===== src/rtl/sys_defs.sv =====
// Shared definitions for the load path.
// XLEN / ROB_TAG_W      : datapath and reorder-buffer tag widths
// LB_DEPTH_DEFAULT      : default number of queued loads in load_buffer
// LB_STATE              : load_buffer FSM encoding
// MEM_SIZE              : mem_size[1:0] access width encoding
// LB_ENTRY              : one queued load
// LB_PACKET / CDB_DATA  : interface structs shared with the address unit and CDB
package sys_defs;

  localparam int XLEN             = 32;
  localparam int ROB_TAG_W        = 5;
  localparam int LB_DEPTH_DEFAULT = 4;

  typedef enum logic [1:0] {
    LB_IDLE = 2'd0,
    LB_REQ  = 2'd1,
    LB_RESP = 2'd2
  } LB_STATE;

  typedef enum logic [1:0] {
    BYTE   = 2'd0,
    HALF   = 2'd1,
    WORD   = 2'd2,
    DOUBLE = 2'd3
  } MEM_SIZE;

  // mem_size[2] = 1 selects zero extension, 0 selects sign extension.
  typedef struct packed {
    logic [XLEN-1:0]      address;
    logic [ROB_TAG_W-1:0] rd_tag;
    logic [2:0]           mem_size;
  } LB_ENTRY;

  typedef struct packed {
    logic                 valid;
    logic [XLEN-1:0]      address;
    logic [ROB_TAG_W-1:0] rd_tag;
    logic [2:0]           mem_size;
  } LB_PACKET;

  typedef struct packed {
    logic                 valid;
    logic [XLEN-1:0]      value;
    logic [ROB_TAG_W-1:0] rob_tag;
  } CDB_DATA;

endpackage


===== src/rtl/load_data_align.sv =====
// Combinational lane select and extension of a returned memory word.
// rdata    : aligned 32-bit word from memory
// addr     : low two bits of the load byte address
// mem_size : [1:0] access width (MEM_SIZE), [2] zero-extend when set
// value    : extended result
// Also intended for reuse by store-to-load forwarding.
module load_data_align
  import sys_defs::*;
(
  input  logic [XLEN-1:0] rdata,
  input  logic [1:0]      addr,
  input  logic [2:0]      mem_size,
  output logic [XLEN-1:0] value
);

  logic [7:0]  byte_lane;
  logic [15:0] half_lane;
  logic        sign_fill;

  always_comb begin
    byte_lane = rdata[{addr, 3'b000} +: 8];
    // Halfword lane comes from addr[1] alone; addr[0] is ignored.
    half_lane = addr[1] ? rdata[31:16] : rdata[15:0];
    sign_fill = 1'b0;
    value     = rdata;
    case (MEM_SIZE'(mem_size[1:0]))
      BYTE: begin
        sign_fill = ~mem_size[2] & byte_lane[7];
        value     = {{(XLEN-8){sign_fill}}, byte_lane};
      end
      HALF: begin
        sign_fill = ~mem_size[2] & half_lane[15];
        value     = {{(XLEN-16){sign_fill}}, half_lane};
      end
      default: value = rdata;  // WORD and DOUBLE pass the word through
    endcase
  end

endmodule


===== src/rtl/load_buffer.sv =====
// In-order load buffer between the address calculation unit and the data
// memory read port. Loads are queued, issued one at a time, the returned
// word is aligned/extended, and the result is held on the CDB until granted.
// clock, reset_n   : clock, asynchronous active-low reset
// lb_packet_in     : load from the address unit; ignored while lb_full
// lb_full          : buffer holds LB_DEPTH loads
// squash           : flush every queued and in-flight load
// mem_req/mem_addr : read request and word-aligned address
// mem_ack/mem_rdata: read completion and data (ack only used while mem_req)
// cdb_out          : result broadcast, held until cdb_grant
// dbg_state        : FSM state
// dbg_count        : number of occupied entries
//
// Handshakes: the memory read completes on the cycle mem_req && mem_ack;
// the broadcast completes on the cycle cdb_out.valid && cdb_grant. A
// request may be withdrawn (squash/reset) before it is acknowledged.
// All outputs decode from registered state, so no combinational path
// runs from mem_ack or cdb_grant to any output.
module load_buffer
  import sys_defs::*;
#(
  parameter int LB_DEPTH = LB_DEPTH_DEFAULT
) (
  input  logic                       clock,
  input  logic                       reset_n,
  input  LB_PACKET                   lb_packet_in,
  output logic                       lb_full,
  input  logic                       squash,
  output logic                       mem_req,
  output logic [XLEN-1:0]            mem_addr,
  input  logic                       mem_ack,
  input  logic [XLEN-1:0]            mem_rdata,
  output CDB_DATA                    cdb_out,
  input  logic                       cdb_grant,
  output LB_STATE                    dbg_state,
  output logic [$clog2(LB_DEPTH):0]  dbg_count
);

  localparam int             PTR_W    = $clog2(LB_DEPTH);
  localparam logic [PTR_W:0] FULL_CNT = (PTR_W+1)'(LB_DEPTH);
  localparam logic [PTR_W:0] ONE_CNT  = (PTR_W+1)'(1);

  LB_ENTRY          fifo [LB_DEPTH];
  logic [PTR_W-1:0] head;
  logic [PTR_W-1:0] tail;
  logic [PTR_W:0]   count;
  LB_STATE          state;
  logic [XLEN-1:0]  result;
  LB_ENTRY          head_entry;
  logic [XLEN-1:0]  aligned;
  logic             enq;
  logic             pop;

  assign head_entry = fifo[head];
  assign lb_full    = (count == FULL_CNT);
  assign enq        = lb_packet_in.valid & ~lb_full & ~squash;
  assign pop        = (state == LB_RESP) & cdb_grant & ~squash;

  load_data_align u_align (
    .rdata    (mem_rdata),
    .addr     (head_entry.address[1:0]),
    .mem_size (head_entry.mem_size),
    .value    (aligned)
  );

  // Entry storage needs no reset: an entry is only read once count covers it.
  always_ff @(posedge clock) begin
    if (enq) begin
      fifo[tail] <= '{address:  lb_packet_in.address,
                      rd_tag:   lb_packet_in.rd_tag,
                      mem_size: lb_packet_in.mem_size};
    end
  end

  always_ff @(posedge clock or negedge reset_n) begin
    if (!reset_n) begin
      head   <= '0;
      tail   <= '0;
      count  <= '0;
      state  <= LB_IDLE;
      result <= '0;
    end else if (squash) begin
      head  <= '0;
      tail  <= '0;
      count <= '0;
      state <= LB_IDLE;
    end else begin
      if (enq) tail <= tail + 1'b1;
      if (pop) head <= head + 1'b1;
      case ({enq, pop})
        2'b10:   count <= count + 1'b1;
        2'b01:   count <= count - 1'b1;
        default: ;
      endcase
      case (state)
        LB_IDLE: if (count != '0) state <= LB_REQ;
        LB_REQ: begin
          if (mem_ack) begin
            result <= aligned;
            state  <= LB_RESP;
          end
        end
        LB_RESP: begin
          // A load enqueued on the pop cycle keeps the request path busy.
          if (cdb_grant) state <= ((count > ONE_CNT) || enq) ? LB_REQ : LB_IDLE;
        end
        default: state <= LB_IDLE;
      endcase
    end
  end

  assign mem_req  = (state == LB_REQ);
  assign mem_addr = mem_req ? {head_entry.address[XLEN-1:2], 2'b00} : '0;

  always_comb begin
    cdb_out = '0;
    if (state == LB_RESP) begin
      cdb_out.valid   = 1'b1;
      cdb_out.value   = result;
      cdb_out.rob_tag = head_entry.rd_tag;
    end
  end

  assign dbg_state = state;
  assign dbg_count = count;

endmodule


===== config.mk =====
export PLATFORM = sky130hd
export DESIGN_NAME = load_buffer
export DESIGN_NICKNAME = d
export VERILOG_FILES = /design/src/rtl/sys_defs.sv /design/src/rtl/load_data_align.sv /design/src/rtl/load_buffer.sv
export SDC_FILE = /design/constraint.sdc
export NUM_CORES = 1
export LEC_CHECK = 0
export CAP_MARGIN = 10
export CORE_ASPECT_RATIO = 1.25
export CORE_MARGIN = 2
export CORE_UTILIZATION = 30
export CTS_BUF_LIST = sky130_fd_sc_hd__clkbuf_4
export DETAILED_ROUTE_END_ITERATION = 10
export HOLD_SLACK_MARGIN = 0.15
export SYNTH_ARGS = -nofsm -noshare
export SYNTH_HDL_FRONTEND = slang
export SYNTH_HIERARCHICAL = 1
export SYNTH_SLANG_ARGS = --single-unit

===== constraint.sdc =====
create_clock -name clock -period 2.4 [get_ports clock]
set_input_delay 0.6 -clock clock [delete_from_list [all_inputs] [get_ports clock]]
set_output_delay 0.6 -clock clock [all_outputs]
set_load 0.01 [all_outputs]

==> results of run 1 <==
cells in the mapped netlist (all sizes together) (2+ instances only):
cell type  number
inv             8
a22oi           5
a21oi           6
o21ai           5
xnor2           4
buf            21
o22a            3
and2           72
clkbuf         13
mux4           40
a221oi          2
a311oi          2
nor3b           2
ha              8
and3            2
edfxtp        160
a21o            3
nor3            2
nand2          60
a221o           8
nor2b           7
nand2b          7
mux2           33
a2bb2oi         3
mux2i           2
nor2           16
dfrtp          41
final cells by class:
cell class                      instances  area, um^2
Fill cell                            2699       16300
Sequential cell                       201        5840
Multi-Input combinational cell        307        3100
Timing Repair Buffer                  238        2660
Clock buffer                           72         541
Tap cell                              396         495
Clock inverter                         19         131
Inverter                                8        33.8
Antenna cell                            1        2.50
worst max-delay path: cells and delay by family, from the launching register on:
kind	cells	cell delay (ns)
buffers and inverters	4	0.52
DFF	1	0.51
muxes	1	0.40
and+or+nand+nor	1	0.15
sequential cells by signal, indices dropped and copies added, names as in the netlist:
register	count
head	2
dbg_count	3
fifo	160
result	32
tail	2
dbg_state	2
routing by layer:
| layer | wire length, um | GRT usage [%] |
|---|---|---|
| met4 | 603 | 5.89 |
| met1 | 9220 | 18.0 |
| met3 | 1550 | 4.46 |
| met2 | 11100 | 24.6 |
| met5 | 0 | 0 |
through the flow:
| step | TNS (ns) | instance area (um^2) | util, % | hold WS (ns) | setup slack (ns) |
|---|---|---|---|---|---|
| finish | -20.95 | 12800 | 44.0 | 0.497 | -0.443 |
| global route | -30.24 | 12800 | 44.0 | 0.504 | -0.547 |
| CTS | -26.10 | 12600 | 43.3 | 0.492 | -0.509 |
| detailed placement | -1.89 | 11100 | 38.1 | 0.488 | -0.0862 |
| global placement | -1.00 | 11100 | 38.1 | 0.482 | -0.0683 |
| floorplan | 0 | 8800 | - | 0.304 | 0.00861 |
where the power goes:
group	internal [mW]	switching, mW	leakage (nW)
Clock	1.60	1.36	0.393
Combinational	1.34	0.939	2.55
Sequential	4.14	0.179	1.96
Total	7.09	2.47	4.90
cells by family (layout without fill, tap and decap cells):
family          count (synthesis)  in the layout  share of synthesized area (%)
compound gates                 43             43                           3.75
xor+xnor                        5              5                          0.498
fa+ha+maj                       9              9                           1.25
buf+inv                        42            337                           2.78
flops                         201            201                           66.4
mux                            75             75                           14.8
other cells                     1              3                         0.0427
simple gates                  172            173                           10.6
what timing repair did:
item / CTS / global route
setup endpoints to repair: 98 / 104
setup buffers: 38 / 8
cloned: 7 / 1
resized for setup: 433 / 65
pin swaps: 36 / 21
endpoints found under the hold margin: 29 / 0
hold buffers: 1 / 0
path summary, 6_finish.rpt:
check	cells after the start	startpoint	to	slack, ns
max	6	head[0]	cdb_out[4]	-0.44
min	1	result[20]	result[20]	0.50
max reg2reg	10	head[0]	result[14]	-0.30
min reg2reg	1	result[20]	result[20]	0.50
max in group asynchronous	3	reset_n	result[13]	1.24
min in group asynchronous	2	reset_n	result[2]	0.56
==> flow_summary.ini, run 1 <==
[cells_and_area]
most-common-layout-cells = 160 x edfxtp_1, 79 x buf_6, 78 x clkdlybuf4s50_1, 72 x clkbuf_4, 61 x and2_4
finish.net_count = 895
final_cell_count_no_fill = 1242
drive_gt1_share_pct = 49.5
layout.cells.most_common = edfxtp_1
area.growth.synth_to_final_pct = 45.7

[floorplanning]
start_util_pct = 30.2
ios = 155
floorplan.core_area_um2 = 29100
floorplan.die.width_um = 157
die_h_um = 195
die_area_um2 = 30700
floorplan.rows = 70

[synthesis]
synth.yosys.seq_area_share_pct = 66.4
post-synth-top-area-fraction_pct = 54.7
synth_seq_cells = 201
yosys_most_used_dff = edfxtp_1
syn_area_um2 = 8790
synth_area_per_cell_um2 = 16.0
ys_top_cells_by_area = edfxtp_1 55%, dfrtp_1 12%, mux4_2 10%
async_flop_share_pct = 20.4
synth_top_cell_by_area = edfxtp_1
synth_edf_count = 160
yosys_warnings = 6
synthesis.instances = 548
synthDistinctLibCells = 49

[setup_path]
startpoint_to_endpoint_class_of_the_critical_path = reg -> out
worst_ep_arrival_time_ns = 2.24
crit_required_ns = 1.80
crit_path_end_kind = output pin
critical-path-max-stage-delay_ns = 0.51
path_cells = buf_12, buf_12, buf_6, mux4_2, and2_4, buf_6
worst_path_max_delay_cell = dfrtp_4
worst_setup_path_start_kind = flip-flop
crit_fanout = 6

[clocking]
htree_num_levels = 2
cts_sinks = 201
insertion_delay_ns = 0.66
cts.root.buffer_cell = clkbuf_4
tritoncts = yes
clock_path_buffers = 3
clock_transition_at_the_registers_of_the_reported_paths_ns = 0.07
cts-buffers-inserted = 53

[placement]
post-place-cells = 1101
gp_congestion = 0.795
hpwl_mm = 13.8
port_buffer_cells = 152

[global_routing]
grt_pass1_wl_mm = 34.2
grt.total_usage_pct = 14.8
antenna_found_initial = 1
first_global_vias = 6157
pin_count_of_the_biggest_net_entering_global_routing = 32
grt.overflow.total = 0

[sta]
period_minus_slack_ns = 2.84
timing.final.setup_violations = 79
timing_worst_slew_pin_value_ns = 0.792
max-slew-margin-rel_pct = 47.2
grt_setup_unrepaired = yes
slew_violations = 0
clock.fmax_ghz = 0.352
final_hold_viol_count = 0
clock_skew_ns = 0.0470
fin_crit_sh_pct = 118
postLayoutSetupSlackWorst_ns = -0.443

[detailed_routing]
drt_pre_antenna_iters = 4
drt-initial-drc-count = 172
detail-route-antenna-nets = 0
wire_length_reported_by_the_detailed_router_mm = 22.4
post_drt_wl_per_cell_um = 18.1
detail_route.vias_per_cell = 4.55
route.detailed.drc = 0
dr_total_vias = 5647

[worst_hold_path]
worst_hold_path_type = reg -> reg

[power]
totalPowerFinal_mw = 9.56
power_density_nw_per_um2 = 747
vdd_ir_drop_max_v = 0.000438
power_leakage_nw = 4.90

[run_status]
failing_checks = negative setup slack
result_of_the_run = complete, but fails checks

[flow_run]
drv.max_cap_violation_count = 0
Power figures use the tool's default switching activity.
==> inputs of run 2 (changes only) <==
--- a/config.mk
+++ b/config.mk
@@ -10,6 +10,7 @@
 export CORE_MARGIN = 2
 export CORE_UTILIZATION = 30
 export CTS_BUF_LIST = sky130_fd_sc_hd__clkbuf_4
+export CTS_CLUSTER_SIZE = 14
 export DETAILED_ROUTE_END_ITERATION = 10
 export HOLD_SLACK_MARGIN = 0.15
 export SYNTH_ARGS = -nofsm -noshare
==> run 2 against run 1 <==
Effect of this change:
- the flow still finishes with violations (negative setup slack)
- critical path depth shrank 1
- non-clock buffer count shrank 4
- sequential power is essentially flat
- setup slack gained 0.060 ns
- worst hold slack gained 0.013 ns
- critical endpoint is now mem_addr[25]
- largest power group unchanged
- highest routed layer unchanged
==> flow_summary.ini, run 2 (same netlist as run 1, synthesis figures left out) <==
[power]
power_leakage_nw = 4.86
totalPowerFinal_mw = 9.43
power_density_nw_per_um2 = 742
vdd_ir_drop_max_v = 0.000467

[clocking]
cts_sinks = 201
insertion_delay_ns = 0.67
cts.root.buffer_cell = clkbuf_4
htree_num_levels = 2
cts-buffers-inserted = 52
clock_path_buffers = 3
tritoncts = yes
clock_transition_at_the_registers_of_the_reported_paths_ns = 0.07

[placement]
port_buffer_cells = 152
detailed_place.area_um2 = 11100
hpwl_mm = 13.8
dp_slack_ns = -0.0862
gp_congestion = 0.795

[floorplanning]
die_h_um = 195
floorplan.core_area_um2 = 29100
ios = 155
die_area_um2 = 30700
floorplan.rows = 70
floorplan.die.width_um = 157
start_util_pct = 30.2

[run_status]
result_of_the_run = complete, but fails checks
failing_checks = negative setup slack

[setup_path]
worstReg2RegStart = head[0]
path_delay_family = flip-flops
crit_required_ns = 1.80
crit_path_end_kind = output pin
crit_fanout = 7
worst_path_max_delay_cell = dfrtp_4
startpoint_to_endpoint_class_of_the_critical_path = reg -> out
worst-path-stages = 5
worst_r2r_path_depth = 9
path_cells = buf_4, buf_12, mux4_2, and2_4, buf_2
critical-path-max-stage-delay_ns = 0.51
path_buf_inv = 3
worst_ep_arrival_time_ns = 2.18
worst_setup_path_start_kind = flip-flop
reg2reg_setup_slack_ns = -0.27
worstReg2RegEnd = result[9]

[cells_and_area]
fin_util_pct = 43.7
largest-register = fifo
finish.net_count = 889
fill_cells = 2713
largest_register_ffs = 160
layout.cells.most_common = edfxtp_1
design_area_um2 = 12700
drive_gt1_share_pct = 49.5
most-common-layout-cells = 160 x edfxtp_1, 81 x buf_6, 77 x clkdlybuf4s50_1, 74 x clkbuf_4, 66 x and2_4
area.growth.synth_to_final_pct = 44.7

[sta]
whs_ns = 0.510
period_minus_slack_ns = 2.78
final_hold_viol_count = 0
timing.final.setup_violations = 100
max-slew-margin-rel_pct = 48.1
grt_setup_unrepaired = yes
postLayoutSetupSlackWorst_ns = -0.383
fin_crit_sh_pct = 116
slew_violations = 0
timing_worst_slew_pin_value_ns = 0.779
clock.fmax_ghz = 0.359
clock_skew_ns = 0.0365

[global_routing]
grt.total_usage_pct = 14.6
grt_pass1_wl_mm = 33.9
first_global_vias = 6094
antenna_found_initial = 1
pin_count_of_the_biggest_net_entering_global_routing = 32
grt.overflow.total = 0

[worst_hold_path]
holdCritStartpoint = result[20]
worst_hold_path.num_cells = 1
hold_path_end = result[20]
worst_hold_path_type = reg -> reg

[detailed_routing]
wire_length_reported_by_the_detailed_router_mm = 22.1
drt_pre_antenna_iters = 4
drt-initial-drc-count = 173
route.detailed.drc = 0
detail-route-antenna-nets = 0
post_drt_wl_per_cell_um = 17.8
detail_route.vias_per_cell = 4.52
dr_total_vias = 5618

[flow_run]
drv.max_cap_violation_count = 0
==> run 2: cell count changes in the layout (fill, tap and decap cells not counted), sizes merged <==
cell           change
clkdlybuf4s50      -1
clkinvlp           +2
clkinv             +4
clkdlybuf4s15      +1
bufinv             -2
buf                -4
nand2              -1
clkbuf             +2
==> run 2: area by class of cell <==
type	instances	area [um^2]	area share, %
Multi-Input combinational cell	306	3040	23.9
Tap cell	396	495	3.90
Inverter	8	33.8	0.266
Clock inverter	23	104	0.817
Timing Repair Buffer	234	2650	20.8
Antenna cell	1	2.50	0.0197
Sequential cell	201	5840	45.9
Clock buffer	74	556	4.37
==> run 2: metrics by stage <==
stage | instances | setup TNS, ns
after floorplan | 549 | 0
after global placement | 1101 | -1.00
after detailed placement | 1101 | -1.89
after CTS | 1238 | -26.73
after global routing | 1243 | -32.56
final | 1243 | -22.39
==> run 2: layer usage <==
layer | global-route usage [%] | vias to the layer above | share of wire [%]
met5 | 0 | - | 0
met1 | 18.0 | 2782 | 41
li1 | - | 2605 | -
met2 | 24.2 | 190 | 49
met3 | 4.31 | 41 | 7.5
met4 | 5.45 | 0 | 2.3
==> run 2: timing repair <==
| item | 4_1_cts | 5_1_grt |
|---|---|---|
| hold buffers | 1 | 0 |
| resized for setup | 435 | 59 |
| pin swaps | 49 | 12 |
| setup buffers | 31 | 11 |
| gates cloned | 8 | 0 |
| endpoints found under the setup margin | 99 | 105 |
| endpoints found under the hold margin | 29 | 0 |
==> run 2: worst register-to-register path, stage by stage (launching register included) <==
cell     delay (ns)
dfrtp_4        0.51
buf_4          0.15
buf_12         0.14
buf_12         0.14
mux4_2         0.49
mux2i_2        0.19
mux2_4         0.29
nor4_4         0.36
a221o_1        0.19
mux2_2         0.14
==> run 2: worst max-delay path by stage <==
| stage | startpoint | end | slack, ns |
|---|---|---|---|
| 3_5_place_dp | head[0] | result[30] | -0.09 |
| 2_1_floorplan | head[0] | result[11] | 0.009 |
| 5_1_grt | head[0] | mem_addr[27] | -0.48 |
| 4_1_cts | head[0] | cdb_out[4] | -0.50 |
| 3_3_place_gp | head[0] | cdb_out[4] | -0.07 |
| 6_report | head[0] | mem_addr[25] | -0.38 |
==> run 2: where the power goes <==
| part | internal (mW) | switching, mW | leakage [nW] | total (mW) |
|---|---|---|---|---|
| clock | 1.44 | 1.39 | 0.386 | 2.83 |
| sequential | 4.14 | 0.180 | 1.96 | 4.32 |
| combinational | 1.35 | 0.926 | 2.51 | 2.28 |
